<file path="config.mk">
export PLATFORM = sky130hd
export DESIGN_NAME = hazard_tracker
export DESIGN_NICKNAME = d
export VERILOG_FILES = /design/src/rtl/hazard_tracker.sv
export SDC_FILE = /design/constraint.sdc
export NUM_CORES = 1
export LEC_CHECK = 0
export CAP_MARGIN = 40
export CORE_ASPECT_RATIO = 0.8
export CORE_MARGIN = 5
export CORE_UTILIZATION = 51
export DETAILED_ROUTE_END_ITERATION = 12
export HOLD_SLACK_MARGIN = 0.05
export PLACE_DENSITY_LB_ADDON = 0.1
export SETUP_SLACK_MARGIN = 0.1
export SYNTH_ARGS = -nofsm -noshare
export SYNTH_HDL_FRONTEND = slang
export SYNTH_SLANG_ARGS = --single-unit
</file>
<file path="constraint.sdc">
create_clock -name clk -period 2.7 [get_ports clk]
set_input_delay 0.54 -clock clk [delete_from_list [all_inputs] [get_ports clk]]
set_output_delay 0.54 -clock clk [all_outputs]
set_load 0.01 [all_outputs]
</file>
<file path="src/rtl/hazard_tracker.sv">
// hazard_tracker
// Decode-stage read-after-write hazard tracker for the 16-bit pipelined core.
// Keeps a shift register of in-flight destination writes (youngest at entry 0,
// writeback at entry DEPTH-1), raises the bubble-insert stall, produces the
// optional forwarding selects, drives the registered writeback select/enable
// and counts stall cycles with saturation.
module hazard_tracker #(
  parameter int REG_W        = 3,
  parameter int DEPTH        = 3,
  parameter int FWD_EN       = 0,
  parameter int WB_BYPASS    = 1,
  parameter int FLUSH_STAGES = 2,
  localparam int FWD_W       = $clog2(DEPTH + 1)
) (
  input  logic             clk,
  input  logic             rst,
  input  logic             id_valid,
  input  logic [REG_W-1:0] rs_sel,
  input  logic [REG_W-1:0] rt_sel,
  input  logic             rs_used,
  input  logic             rt_used,
  input  logic [REG_W-1:0] rd_sel,
  input  logic             rd_wr,
  input  logic             rd_load,
  input  logic             hold,
  input  logic             flush,
  output logic             stall,
  output logic [FWD_W-1:0] fwd_rs,
  output logic [FWD_W-1:0] fwd_rt,
  output logic [REG_W-1:0] wb_sel,
  output logic             wb_en,
  output logic [15:0]      stall_cnt
);

  // Highest entry index that is still compared against the decode sources.
  // With a bypassing register file the writeback entry never causes a hazard.
  localparam int CMP_HI = DEPTH - 1 - WB_BYPASS;

  logic [DEPTH-1:0] r_v;
  logic [REG_W-1:0] r_rd [DEPTH];
  logic [DEPTH-1:0] r_ld;
  logic [15:0]      r_stall_cnt;

  logic [DEPTH-1:0] w_match_rs;
  logic [DEPTH-1:0] w_match_rt;
  logic             w_stall;
  logic [FWD_W-1:0] w_fwd_rs;
  logic [FWD_W-1:0] w_fwd_rt;

  // Per-entry source/destination match, limited to the compare range.
  always_comb begin
    w_match_rs = {DEPTH{1'b0}};
    w_match_rt = {DEPTH{1'b0}};
    for (int i = 0; i < DEPTH; i++) begin
      if (i <= CMP_HI) begin
        w_match_rs[i] = rs_used & id_valid & r_v[i] & (r_rd[i] == rs_sel);
        w_match_rt[i] = rt_used & id_valid & r_v[i] & (r_rd[i] == rt_sel);
      end else begin
        w_match_rs[i] = 1'b0;
        w_match_rt[i] = 1'b0;
      end
    end
  end

  // Stall decision: any hazard without forwarding, only load-use with it.
  always_comb begin
    w_stall = 1'b0;
    if (FWD_EN != 0) begin
      w_stall = (w_match_rs[0] | w_match_rt[0]) & r_ld[0];
    end else begin
      w_stall = (|w_match_rs) | (|w_match_rt);
    end
  end

  // Forward select: youngest matching producer wins; zero while stalling.
  always_comb begin
    w_fwd_rs = {FWD_W{1'b0}};
    w_fwd_rt = {FWD_W{1'b0}};
    if ((FWD_EN != 0) && !w_stall) begin
      for (int i = DEPTH - 1; i >= 0; i--) begin
        w_fwd_rs = w_match_rs[i] ? FWD_W'(i + 1) : w_fwd_rs;
        w_fwd_rt = w_match_rt[i] ? FWD_W'(i + 1) : w_fwd_rt;
      end
    end else begin
      w_fwd_rs = {FWD_W{1'b0}};
      w_fwd_rt = {FWD_W{1'b0}};
    end
  end

  // In-flight write shift register; a stall or flush loads a bubble into
  // entry 0 and a flush also squashes the youngest shifted entries.
  always_ff @(posedge clk or negedge rst) begin
    if (!rst) begin
      for (int i = 0; i < DEPTH; i++) begin
        r_v[i]  <= 1'b0;
        r_rd[i] <= {REG_W{1'b0}};
        r_ld[i] <= 1'b0;
      end
    end else if (!hold) begin
      r_v[0]  <= id_valid & rd_wr & ~w_stall & ~flush;
      r_rd[0] <= rd_sel;
      r_ld[0] <= rd_load;
      for (int i = 1; i < DEPTH; i++) begin
        if (flush && (i < FLUSH_STAGES)) begin
          r_v[i]  <= 1'b0;
          r_rd[i] <= {REG_W{1'b0}};
          r_ld[i] <= 1'b0;
        end else begin
          r_v[i]  <= r_v[i-1];
          r_rd[i] <= r_rd[i-1];
          r_ld[i] <= r_ld[i-1];
        end
      end
    end
  end

  // Saturating count of cycles in which a bubble was actually inserted.
  always_ff @(posedge clk or negedge rst) begin
    if (!rst) begin
      r_stall_cnt <= 16'h0000;
    end else if (!hold && w_stall && (r_stall_cnt != 16'hFFFF)) begin
      r_stall_cnt <= r_stall_cnt + 16'h0001;
    end
  end

  assign stall     = w_stall;
  assign fwd_rs    = w_fwd_rs;
  assign fwd_rt    = w_fwd_rt;
  assign wb_sel    = r_rd[DEPTH-1];
  assign wb_en     = r_v[DEPTH-1];
  assign stall_cnt = r_stall_cnt;

endmodule

</file>
==> flow_summary.ini, run 1 <==
[final_layout]
instances_no_fill = 222
num-nets-final = 204
syn_to_final_growth_pct = 33.4
final_layout_size_suffix_gt1_share_pct = 14.7
final_area_um2 = 2030
fillers = 232
final_common_cell = clkdlybuf4s50_1
antenna_cells = 0
final_cell_mix = 36 x clkdlybuf4s50_1, 28 x dfrtp_1, 26 x xnor2_1

[grt]
grt_pass1_vias = 1162
grt_start_max_net_pins = 29
grt_pass1_wl_um = 5690
overflow = 0
grt_util_all_layers_pct = 17.3
antenna_found_initial = 0

[timing]
setup_viol = 0
hold_viol = 0
fin_tns_setup_ps = 0
drv_slew = 0
fmax_mhz = 401
hold_ws_ps = 505
fin_skew_ps = 0.901
finalCritPeriodShare_pct = 92.4
rsz0062_at_grt = no
period_needed_ps = 2490

[power_and_ir_drop]
p_clk_share_pct = 34.5
swShare_pct = 22.6
vdd_drop_max_mv = 0.420
p_per_area_nw_per_um2 = 466
combPwrFrac_pct = 15.3
seq_power_share_pct = 50.2
p_leak_nw = 0.808
power.switching_uw = 213
p_int_uw = 730

[route]
postRouteAntennaNets = 0
wl_per_cell_um = 14.7
vias = 1191
drc_errors = 0
vias_per_cell = 5.36
first_pass_iters = 4
wl_um = 3260
drt_iter0_drc = 35

[synthesis]
synth_cell_types = 28
avgSynthCellArea_um2 = 10.8
async_flop_share_pct = 100
yosysWarnings = 0
ys.flop_type = dfrtp_1
synth_area_um2 = 1520
ys_seq_elements = 28
yosysSeqAreaShare_pct = 46.1
synth-edff-count = 0
netlist_instances = 140

[critical_path]
crit_fanout = 2
crit_path_start_kind = input port
slowest_delay_ps = 520
worst_ep_required_time_ps = 2160
endpoint_kind = output port
cp_top_family = buffers and inverters
slowest_stage = clkdlybuf4s50_1
critPathKind = in2out
crit_chain = clkdlybuf4s50_1, xnor2_1, nand4_1, a21oi_2, or2_2, dlygate4sd2_1
cp_num_buf_inv = 2
crit_arrival_ps = 1950

[die]
ios = 43
die_h_um = 58.8
std_cell_rows = 17
dieWidth_um = 71.0
start_util_pct = 54.1
coreArea_um2 = 2810
dieArea_um2 = 4180

[clocking]
cts.path.max_buffers = 2
hold_buffers = 0
htreeDepth = 1
cts-buffers-inserted = 3
clk_pin_slew_ps = 90
clock_latency_ps = 270
clock-sinks = 28
clock_tree.root_cell = clkbuf_8
cts_tree = done

[placement]
place_congestion = 0.847
io_buffers = 37
dp_cells = 217
place_area_um2 = 1940
hpwl_um = 2510

[run]
drv_cap = 0

[outcome]
outcome = finished clean

[worst_hold_path]
min_path_type = reg2reg
## worst paths after layout
kind | from | endpoint | slack (ps) | cells past startpoint
max in group asynchronous | rst | stall_cnt[9] | 1810 | 2
min reg2reg | stall_cnt[5] | stall_cnt[5] | 500 | 1
max reg2reg | r_rd[8] | stall_cnt[9] | 600 | 8
max | rs_sel[0] | stall | 210 | 6
min in group asynchronous | rst | stall_cnt[6] | 630 | 2
min | stall_cnt[5] | stall_cnt[5] | 500 | 1
## power by group through the flow
stage                     clock network, mW  logic [mW]  registers (mW)
after global routing                  0.354       0.160           0.479
after global placement                    0       0.140           0.479
final                                 0.325       0.145           0.473
after CTS                             0.335       0.148           0.474
after floorplan                           0      0.0759           0.479
after detailed placement                  0       0.146           0.482
## metrics by stage
stage / worst slack (ps) / util, % / power, mW
final: 206 / 72.1 / 0.943
after global routing: 101 / 72.1 / 0.992
after CTS: 195 / 72.1 / 0.957
after detailed placement: 5.57 / 69.3 / 0.629
after global placement: 36.2 / 69.3 / 0.619
after floorplan: 912 / - / 0.554
## final cells by class
class | count | area, µm² | area share, %
multi-input combinational | 104 | 754 | 37.2
tap | 38 | 47.5 | 2.35
sequential | 28 | 701 | 34.6
timing repair buffer | 48 | 452 | 22.3
clock inverter | 1 | 30.0 | 1.48
clock buffer | 3 | 41.3 | 2.04
## per-layer routing
metal,vias to the layer above,global-route usage (%),share of wire (%)
li1,579,-,-
met1,570,23.5,46
met2,38,27.9,47
met3,4,4.95,6.0
met4,0,3.22,0.71
met5,-,0,0
## flip-flops by register name (all words and copies together), names as in the netlist
signal	count
r_rd	6
r_v	3
stall_cnt	16
wb_sel	3
## worst register-to-register path: stages, from the launching register on
cell and delay (ps):
dfrtp_1 450, xnor2_1 170, nand4_1 170, buf_4 180, buf_4 120, a211oi_2 390, buf_4 220, o2111ai_1 130
xnor2_1 160
## cells in the mapped netlist, types with 2 or more instances
cell / number / area, µm²
o211ai_1: 5 / 37.5
and3_1: 3 / 18.8
nand3_1: 5 / 25.0
dfrtp_1: 28 / 701
o2111ai_1: 7 / 61.3
and2_1: 3 / 18.8
nor3_1: 2 / 10.0
o21ai_0: 6 / 30.0
buf_4: 8 / 60.1
nand2_1: 10 / 37.5
clkbuf_1: 2 / 7.51
nor2_1: 4 / 15.0
nand2b_1: 5 / 31.3
mux2_2: 8 / 90.1
a21oi_1: 2 / 10.0
xnor2_1: 26 / 228
nand4_1: 5 / 31.3
## cells by family (layout without fill, tap and decap cells)
group	Yosys count	after routing	synth area share, %
DFF	28	28	46.1
buffers and inverters	11	52	5.19
and+or+nand+nor	39	39	13.3
xor gates and xnor gates	26	26	15.0
AOI/OAI and AO/OA	25	25	12.6
other	1	4	0.247
muxes	9	9	6.67
adders and majority gates	1	1	0.824
## what timing repair did
action / in CTS / in global routing
endpoints found under the hold margin: 0 / 0
setup buffers: 1 / 0
gates resized for setup: 2 / 0
setup endpoints to repair: 1 / 0
(Power assumes the default switching activity.)
==> inputs of run 2 (changes only) <==
Settings changed: GPL_ROUTABILITY_DRIVEN set to 0.
==> results of run 2 <==
Same layout as run 1: the final DEF is identical, and so are final timing and power.
==> inputs of run 3 (changes only) <==
Settings changed: CORE_UTILIZATION 51 to 35.
==> run 3 against run 2 <==
  * Global-route usage is 5.0 points lower
  * Count of clock-buffer cells in the layout stayed put
  * First-iteration DRC count is 5.7% higher
  * Clock skew is 2.8 ps higher
  * Largest cell class unchanged
  * Critical path depth stayed put
  * Clock power hardly changed
  * Utilization is 23 points lower
  * Sequential power hardly changed
  * Via count is 0.50% lower
  * Register-to-register slack better by 150 ps
  * Worst setup slack better by 15 ps
  * Sequential share of layout area is 0.21 points lower
==> flow_summary.ini, run 3 (synthesis gave the netlist of run 1 again) <==
[outcome]
outcome = finished clean

[clocking]
clock_latency_ps = 280
clock-sinks = 28
cts.path.max_buffers = 2
cts-buffers-inserted = 3
clk_pin_slew_ps = 90
postCtsSetupRepairBufs = 0
htreeDepth = 1
clock_tree.root_cell = clkbuf_8
cts_tree = done

[critical_path]
crit_path_start_kind = input port
worst_ep_required_time_ps = 2160
slowest_delay_ps = 460
critPathKind = in2out
cp_top_family = buffers and inverters
slowest_stage = clkdlybuf4s50_1
crit_fanout = 2
crit_arrival_ps = 1940
crit_chain = clkdlybuf4s50_1, xnor2_1, nand4_1, a21oi_1, or2_2, dlygate4sd2_1
cp_num_buf_inv = 2
endpoint_kind = output port

[route]
first_pass_iters = 4
drc_errors = 0
wl_um = 3370
postRouteAntennaNets = 0
vias_per_cell = 4.94
drt_iter0_drc = 37
vias = 1185
wl_per_cell_um = 14.1

[die]
std_cell_rows = 21
dieWidth_um = 83.7
ios = 43
start_util_pct = 36.4
coreArea_um2 = 4180
die_h_um = 68.9
dieArea_um2 = 5770

[grt]
grt-busiest-layer = met2
grt_start_max_net_pins = 29
overflow = 0
gr-usage-met2_pct = 18.7
grt_pass1_wl_um = 5560
grt_util_all_layers_pct = 12.2
grt_util_met3_pct = 3.92
grt_pass1_vias = 1152
use_met1_pct = 16.8
antenna_found_initial = 0

[timing]
maxSlewHeadroom_pct = 66.3
finalCritPeriodShare_pct = 91.8
tightest_slew_ps = 504
period_needed_ps = 2480
rsz0062_at_grt = no
fin_skew_ps = 3.65
drv_slew = 0
fin_tns_setup_ps = 0
hold_ws_ps = 499
setup_viol = 0
hold_viol = 0
fmax_mhz = 403

[run]
drv_cap = 0

[final_layout]
fillers = 383
largest_register_ffs = 16
final_cell_mix = 36 x clkdlybuf4s50_1, 28 x dfrtp_1, 26 x xnor2_1
syn_to_final_growth_pct = 34.2
final_layout_size_suffix_gt1_share_pct = 13.7
instances_no_fill = 240
antenna_cells = 0
num-nets-final = 203
final_util_pct = 48.8
final_common_cell = clkdlybuf4s50_1

[worst_hold_path]
min_path_type = reg2reg

[placement]
io_buffers = 37
dp_cells = 236
hpwl_um = 2690

[power_and_ir_drop]
swShare_pct = 22.7
seq_power_share_pct = 50.3
p_int_uw = 729
combPwrFrac_pct = 15.1
vdd_drop_max_mv = 0.367
p_clk_share_pct = 34.7
p_per_area_nw_per_um2 = 463
power.switching_uw = 215
p_leak_nw = 0.804
[run 3: layout make-up]
class,count,area (µm²),area share (%)
tap,57,71.3,3.50
sequential,28,701,34.4
multi-input combinational,104,751,36.8
clock inverter,1,30.0,1.47
timing repair buffer,47,444,21.8
clock buffer,3,41.3,2.03
[run 3: repair_timing]
action                                  4_1_cts  5_1_grt
gates resized for setup                       1        0
endpoints found under the setup margin        1        0
hold buffers                                  0        0
[run 3: path summary, 6_finish.rpt]
| kind | start | to | slack, ps | cells after the start |
|---|---|---|---|---|
| worst max-delay path | rt_sel[1] | stall | 220 | 6 |
| worst min-delay path | stall_cnt[10] | stall_cnt[10] | 500 | 1 |
| worst max register to register | r_rd[6] | stall_cnt[14] | 750 | 7 |
| worst min register to register | stall_cnt[10] | stall_cnt[10] | 500 | 1 |
| max in group asynchronous | rst | stall_cnt[3] | 1810 | 2 |
| min in group asynchronous | rst | stall_cnt[13] | 630 | 2 |
[run 3: per-layer routing]
layer / wire (µm) / vias up / part of all wire (%)
li1: - / 577 / -
met1: 1660 / 571 / 49
met3: 206 / 3 / 6.1
met4: 22 / 0 / 0.65
met5: 0 / - / 0
met2: 1480 / 34 / 44
[run 3: stage by stage]
stage               power (mW)  worst slack (ps)  area [µm²]
floorplan                0.554               912        1530
global placement         0.622              17.2        1970
finish                   0.944               221        2040
detailed placement       0.627              5.86        1970
CTS                      0.965               211        2040
global route             0.990               140        2040
[run 3: power groups by stage]
stage                     clock network (mW)  registers [mW]  logic [mW]
after detailed placement                   0           0.483       0.144
after floorplan                            0           0.479      0.0759
after CTS                              0.346           0.474       0.145
after global routing                   0.355           0.479       0.156
after global placement                     0           0.480       0.142
final                                  0.327           0.474       0.142
[run 3: worst register-to-register path, cell delays in order (launching register included)]
cell and delay, ps:
dfrtp_1 450, xnor2_1 200, nand4_1 130, buf_4 160
a211oi_4 240, buf_4 160, o2111ai_1 150, mux2_1 340
